--- src/rtl/speed_clk_gen.sv ---
// Speed-select clock front end: four free-running dividers, speed switch synchronizer,
// debounced pause/run toggle. Optional macro SPEED_CHANGE_PAUSE_EN forces PAUSE on a speed change.
module speed_clk_gen #(
    parameter int HALF0     = 25000000,
    parameter int HALF1     = 12500000,
    parameter int HALF2     = 6250000,
    parameter int HALF3     = 3125000,
    parameter int DB_CYCLES = 500000
) (
    input  logic       clk,
    input  logic       rst_n,
    input  logic       btn_pause,
    input  logic [1:0] sw_in,
    output logic [3:0] clk_div,
    output logic [1:0] sw_sync,
    output logic       En
);

    localparam int DCW = $clog2(DB_CYCLES);
    localparam logic [0:0] ST_PAUSE = 1'b0;
    localparam logic [0:0] ST_RUN   = 1'b1;

    logic [1:0]     sw_meta_r;
    logic [1:0]     sw_sync_r;
    logic           btn_meta_r;
    logic           btn_s2_r;
    logic [DCW-1:0] dcnt_r;
    logic           db_level_r;
    logic           db_d_r;
    logic           press_evt_s;
    logic           spd_chg_s;
    logic [0:0]     state_r;
    logic [0:0]     state_nxt_s;
    logic           en_r;

    for (genvar i = 0; i < 4; i++) begin : g_div
        localparam int HALF = (i == 0) ? HALF0 : (i == 1) ? HALF1 : (i == 2) ? HALF2 : HALF3;
        localparam int CW   = (HALF > 1) ? $clog2(HALF) : 1;

        logic [CW-1:0] cnt_r;
        logic          tog_r;

        // Half-period counter; the output toggles on the wrap edge
        always_ff @(posedge clk or negedge rst_n) begin
            if (!rst_n) begin
                cnt_r <= {CW{1'b0}};
                tog_r <= 1'b0;
            end else if (cnt_r == CW'(HALF - 1)) begin
                cnt_r <= {CW{1'b0}};
                tog_r <= ~tog_r;
            end else begin
                cnt_r <= cnt_r + CW'(1);
            end
        end

        assign clk_div[i] = tog_r;
    end

    // Two-flop synchronizers for the speed switch and the raw button
    always_ff @(posedge clk or negedge rst_n) begin
        if (!rst_n) begin
            sw_meta_r  <= 2'b00;
            sw_sync_r  <= 2'b00;
            btn_meta_r <= 1'b0;
            btn_s2_r   <= 1'b0;
        end else begin
            sw_meta_r  <= sw_in;
            sw_sync_r  <= sw_meta_r;
            btn_meta_r <= btn_pause;
            btn_s2_r   <= btn_meta_r;
        end
    end

    // Debounce: a new level is accepted only after DB_CYCLES unbroken disagreeing samples
    always_ff @(posedge clk or negedge rst_n) begin
        if (!rst_n) begin
            dcnt_r     <= {DCW{1'b0}};
            db_level_r <= 1'b0;
            db_d_r     <= 1'b0;
        end else begin
            db_d_r <= db_level_r;
            if (btn_s2_r == db_level_r) begin
                dcnt_r <= {DCW{1'b0}};
            end else if (dcnt_r == DCW'(DB_CYCLES - 1)) begin
                db_level_r <= btn_s2_r;
                dcnt_r     <= {DCW{1'b0}};
            end else begin
                dcnt_r <= dcnt_r + DCW'(1);
            end
        end
    end

    assign press_evt_s = db_level_r & ~db_d_r;

`ifdef SPEED_CHANGE_PAUSE_EN
    logic [1:0] sw_prev_r;

    // Previous synchronized speed, used to detect a speed change
    always_ff @(posedge clk or negedge rst_n) begin
        if (!rst_n) begin
            sw_prev_r <= 2'b00;
        end else begin
            sw_prev_r <= sw_sync_r;
        end
    end

    assign spd_chg_s = (sw_sync_r != sw_prev_r);
`else
    assign spd_chg_s = 1'b0;
`endif

    // Pause/run next state; a speed change in RUN overrides a simultaneous press
    always_comb begin
        state_nxt_s = state_r;
        case (state_r)
            ST_PAUSE: begin
                if (press_evt_s) begin
                    state_nxt_s = ST_RUN;
                end else begin
                    state_nxt_s = ST_PAUSE;
                end
            end
            ST_RUN: begin
                if (press_evt_s || spd_chg_s) begin
                    state_nxt_s = ST_PAUSE;
                end else begin
                    state_nxt_s = ST_RUN;
                end
            end
            default: state_nxt_s = ST_PAUSE;
        endcase
    end

    // State register; En is registered from the next state so it always mirrors the state
    always_ff @(posedge clk or negedge rst_n) begin
        if (!rst_n) begin
            state_r <= ST_PAUSE;
            en_r    <= 1'b0;
        end else begin
            state_r <= state_nxt_s;
            en_r    <= (state_nxt_s == ST_RUN);
        end
    end

    assign sw_sync = sw_sync_r;
    assign En      = en_r;

endmodule

--- config.mk ---
export PLATFORM = sky130hd
export DESIGN_NAME = speed_clk_gen
export DESIGN_NICKNAME = d
export VERILOG_FILES = /design/src/rtl/speed_clk_gen.sv
export SDC_FILE = /design/constraint.sdc
export NUM_CORES = 1
export LEC_CHECK = 0
export CORE_MARGIN = 4
export CORE_UTILIZATION = 29
export CTS_CLUSTER_SIZE = 25
export DETAILED_ROUTE_END_ITERATION = 10
export PLACE_DENSITY_LB_ADDON = 0.12
export REMOVE_ABC_BUFFERS = 1
export SLEW_MARGIN = 20
export SYNTH_ARGS = -nofsm -noshare
export SYNTH_HDL_FRONTEND = slang
export SYNTH_SLANG_ARGS = --single-unit
--- constraint.sdc ---
create_clock -name clk -period 5.1 [get_ports clk]
set_input_delay 0.765 -clock clk [delete_from_list [all_inputs] [get_ports clk]]
set_output_delay 0.765 -clock clk [all_outputs]
set_load 0.02 [all_outputs]
# Yosys cells after proc, flatten, opt, wreduce, memory -nomap -nowiden
# Cells that the tools add are included.
# Widths: inputs -> output; s select.
[op_classes]
n_div = 0
shift = 0
n_eq_ne = 6
n_mul = 0
bitwise_logic = 8
n_reduce_logical = 1
n_addsub = 5
mux = 9
order_cmp = 0
[ops]
columns = ["cell", "count"]
rows = [
  ["$mux 19", 2],
  ["$add 25x1->25 const B", 1],
  ["$eq 25x25->1 const B", 1],
  ["$mux 25", 1],
  ["$add 24x1->24 const B", 1],
  ["$eq 24x24->1 const B", 1],
  ["$mux 24", 1],
  ["$add 23x1->23 const B", 1],
  ["$eq 23x23->1 const B", 1],
  ["$mux 23", 1],
  ["$add 22x1->22 const B", 1],
  ["$eq 22x22->1 const B", 1],
  ["$mux 22", 1],
  ["$add 19x1->19 const B", 1],
  ["$eq 19x19->1 const B", 1],
  ["$not 1->1", 7],
  ["$mux 1", 2],
  ["$pmux 1 s2", 1],
  ["$reduce_and 2->1", 1],
  ["$and 1x1->1", 1],
  ["$eq 1x1->1", 1],
]
[totals]
inputBits = 5
mem_count = 0
ramBits = 0
ff_bits = 126
romBits = 0
output_inout_bits = 7
latchBits = 0
wordCells = 45

# Depth between registers and ports, before layout
[depth]
word_depth = 4
mapped_depth = 7
mapped_depth_nobuf = 6

# Least setup slack after synthesis
# OpenSTA, ideal clock, no wires.
[synth_timing]
kind = "flip-flop to flip-flop"
from = "register g_div[3].cnt_r[0]"
to = "register g_div[3].cnt_r[10]"
setup_time_ns = 0.121
path_stages_with_launch = 7
arrival_ns = 1.658
required_ns = 4.979
slack_ns = 3.321
path_buffers = 1
synth_period_minus_slack_ns = 1.779
cell_sequence = "dfrtp_1 > ha_1 > nor4b_1 > nand4b_1 > nor4_4 > buf_2 > nor2_1"
[synth_via]
elab_chain_len = 2
word_cells_on_any_way = 3
classes_between = "add/sub: 1; eq/ne: 1; mux: 1"
[synth_lines]
columns = ["item", "line_no", "source"]
rows = [
  ["from (decl)", "40", "logic [CW-1:0] cnt_r;"],
  ["from (signal assigned)", "46", "cnt_r <= {CW{1'b0}};"],
  ["from (signal assigned)", "49", "cnt_r <= {CW{1'b0}};"],
  ["from (signal assigned)", "52", "cnt_r <= cnt_r + CW'(1);"],
  ["$add 22x1->22 / $eq 22x22->1 (equally long branches)", "52, 48", ""],
  ["$mux 22 (*)", "48", "end else if (cnt_r == CW'(HALF - 1)) begin"],
]
# Mark *: on every way between the ends. The rest lies on a longest branch, timed or not.
# A chain may end at the register's enable or synchronous reset.

# Final worst setup path
[layout_timing]
from = "register g_div[2].cnt_r[8]"
to = "register g_div[2].cnt_r[21]"
[layout_via]
elab_chain_len = 2
word_cells_on_any_way = 3
classes_between = "add/sub: 1; eq/ne: 1; mux: 1"
[layout_lines]
columns = ["item", "line_no"]
rows = [
  ["from (decl)", "40"],
  ["from (signal assigned)", "46"],
  ["from (signal assigned)", "49"],
  ["from (signal assigned)", "52"],
  ["$add 23x1->23 / $eq 23x23->1 (equally long branches)", "52, 48"],
  ["$mux 23 (*)", "48"],
]
# Marks and branches as above.

==> results.md <==
- Status: finished, final reports clean
- Total GRT Usage: between 10 and 15%
- Vias/cell: 4.50
- PostCTS Resize Cnt: 0
- CP Capture Type: register
- Mapped Area: just under 6000 µm²
- Post-synth top area share: 54.5%
- CTS tree: built
- WL per Instance: about 12 µm
- Fmax: 459 MHz
- PortBufs: 11
- DRT iter0 DRCs: 145
- DR pass1 iterations: 4
- Worst hold path class: reg -> reg
- Unique masters post-synth: 41
- Fraction of layout cells with a size suffix above 1: 8.45%
- Die Height: around 150 µm
- Reg clk slew, reported paths: 50 ps
- Slew Limit Fails: 0
- CTS Sinks: 126
- Yosys warns: 0
- CP Launch Type: register
- Initial core utilization: between 20% and 30%
- Htree depth: 4
- Top post-synthesis cells by area: dfrtp_1 (54%), xor2_1 (8.6%), xnor2_1 (6.2%)
- # IOs: 12
- DRT antenna net count: 0
- Final hold slack: 354 ps
- Tcrit/Tclk final: 42.7%
- TNS Setup: 0 ps
- Vias after detailed routing: 3745
- WS Path Type: reg -> reg
- Commonest non-fill, non-tap cell in the layout: dfrtp_1
- # hold bufs at CTS: 0
- GP Congestion: 0.726
- Sequential-to-total area share from yosys stat: 54.5%
- Clock buffer depth: 2
- Max Cap Viol: 0
- Largest net degree at the start of global routing: 53
- Final setup violation count: 0
- Root Driver: clkbuf_16
- Antenna cells: 0
- Std cell rows: 51
- Die width: 149 µm
- DRC: 0
- Number of flops mapped to enable cells by yosys: 0
- Core Area: around 20000 µm²
- GR Overflow Total: 0
- Mapped Cells: 539
- Flops & latches, synth: 126
- Area delta synth->final: 15.7%
- Critical path data required time: 5390 ps
- Final net count: 566
- Initial antenna violation count: 0
- Leak pwr: 3.00 nW
- Synth Area per Inst: 10.7 µm²
- CTS buffer count: 17
- Worst-Skew Late Latency: 410 ps
- Maximum vdd drop: 194 µV
- Vias in the first global route: approximately 3800
- Main synth FF type: dfrtp_1
- Post-CTS Setup Inserts: 0
- Minimum clock period: 2180 ps
- Worst rel slew slack: between 30% and 40%
- First-pass GRT wire length: 18700 µm
- P per Cell Area: between 300 and 400 nW/µm²
- Worst-Margin Slew: 1000 ps
- Ys async rst share: between 90% and 100%
- Clock Skew: 9.31 ps
- Post-detail-place hpwl: 6940 µm
- Die ar.: 22300 µm²
- Flop2flop setup slack: 2920 ps
- CP Max Fanout: 17
- Leading area contributor after synthesis: dfrtp_1
- Final wirelength: 10400 µm
- Hold violation count in the final report: 0
- RSZ-0062 raised after global routing: false
- Commonest non-fill, non-tap cells in the layout: dfrtp_1 (126), nor2_1 (83), xor2_1 (57)
- Worst Path Arrival: between 2000 and 2500 ps
## critical path, cell delays in order (launching register included)
cell,delay [ps]
dfrtp_1,430
or4b_1,520
nor3_1,180
and3_1,590
nor2_1,70
mux2_2,270
## routing by layer
metal | GRT usage, % | share of wire, % | vias up
met5 | 0 | 0 | -
met2 | 16.1 | 46 | 37
met3 | 3.34 | 3.3 | 6
met1 | 13.7 | 50 | 1821
met4 | 3.57 | 1.0 | 0
li1 | - | - | 1881
## power breakdown
part	total, mW	internal, mW	leakage [nW]	switching, mW
Combinational	0.0319	0.00710	1.05	0.0248
Sequential	1.01	1.00	1.69	0.00261
Clock	1.10	0.675	0.261	0.426
Total	2.14	1.69	3.00	0.453
## final timing paths
kind / start / to / cells past startpoint
min in group asynchronous: rst_n / g_div[2].cnt_r[17] / 1
min: btn_meta_r / btn_s2_r / 0
max in group asynchronous: rst_n / dcnt_r[5] / 2
min reg2reg: btn_meta_r / btn_s2_r / 0
max: g_div[2].cnt_r[8] / g_div[2].cnt_r[21] / 5
max reg2reg: g_div[2].cnt_r[8] / g_div[2].cnt_r[21] / 5
## state kept, by name, summed over array words and instances, names as in the netlist
signal       count
g_div.cnt_r     94
dcnt_r          19
g_div.tog_r      4
sw_meta_r        2
sw_sync          2
En               1
btn_meta_r       1
btn_s2_r         1
db_d_r           1
db_level_r       1
## synth_stat cells, types with 7 or more instances
cell / n
inv_1: 7
xor2_1: 57
nand3_1: 45
nor2_1: 83
buf_4: 7
dfrtp_1: 126
nor4_1: 9
nand2_1: 30
and4_1: 10
and3_1: 18
xnor2_1: 41
and2_1: 7
nand4_1: 24
## per-stage QoR
stage          setup WS [ps]  cell area (µm²)  utilization (%)  cells  power [mW]
6_report                2920             6700             34.3    833        2.14
3_5_place_dp            2900             6160             31.5    802        1.06
4_1_cts                 2890             6700             34.3    833        2.19
5_1_grt                 2730             6700             34.3    833        2.24
3_3_place_gp            2950             6160             31.5    802        1.06
2_1_floorplan           3190             5700                -    523        1.03
## logic make-up (layout without fill, tap and decap cells)
family | after synthesis | in the layout | synth area share [%]
simple gates | 275 | 275 | 25.9
xor+xnor | 98 | 98 | 14.8
compound gates | 6 | 6 | 0.519
flops | 126 | 126 | 54.5
fa+ha+maj | 5 | 5 | 1.08
mux | 6 | 6 | 1.10
buf+inv | 23 | 52 | 2.07
## cell type report
type / instances / area (µm²)
Clock buffer: 20 / 447
Clock inverter: 11 / 95.1
Fill cell: 2002 / 12800
Inverter: 7 / 26.3
Multi-Input combinational cell: 390 / 2520
Sequential cell: 126 / 3150
Tap cell: 265 / 332
Timing Repair Buffer: 14 / 130
Note: power is estimated with default switching activity, not from simulation.
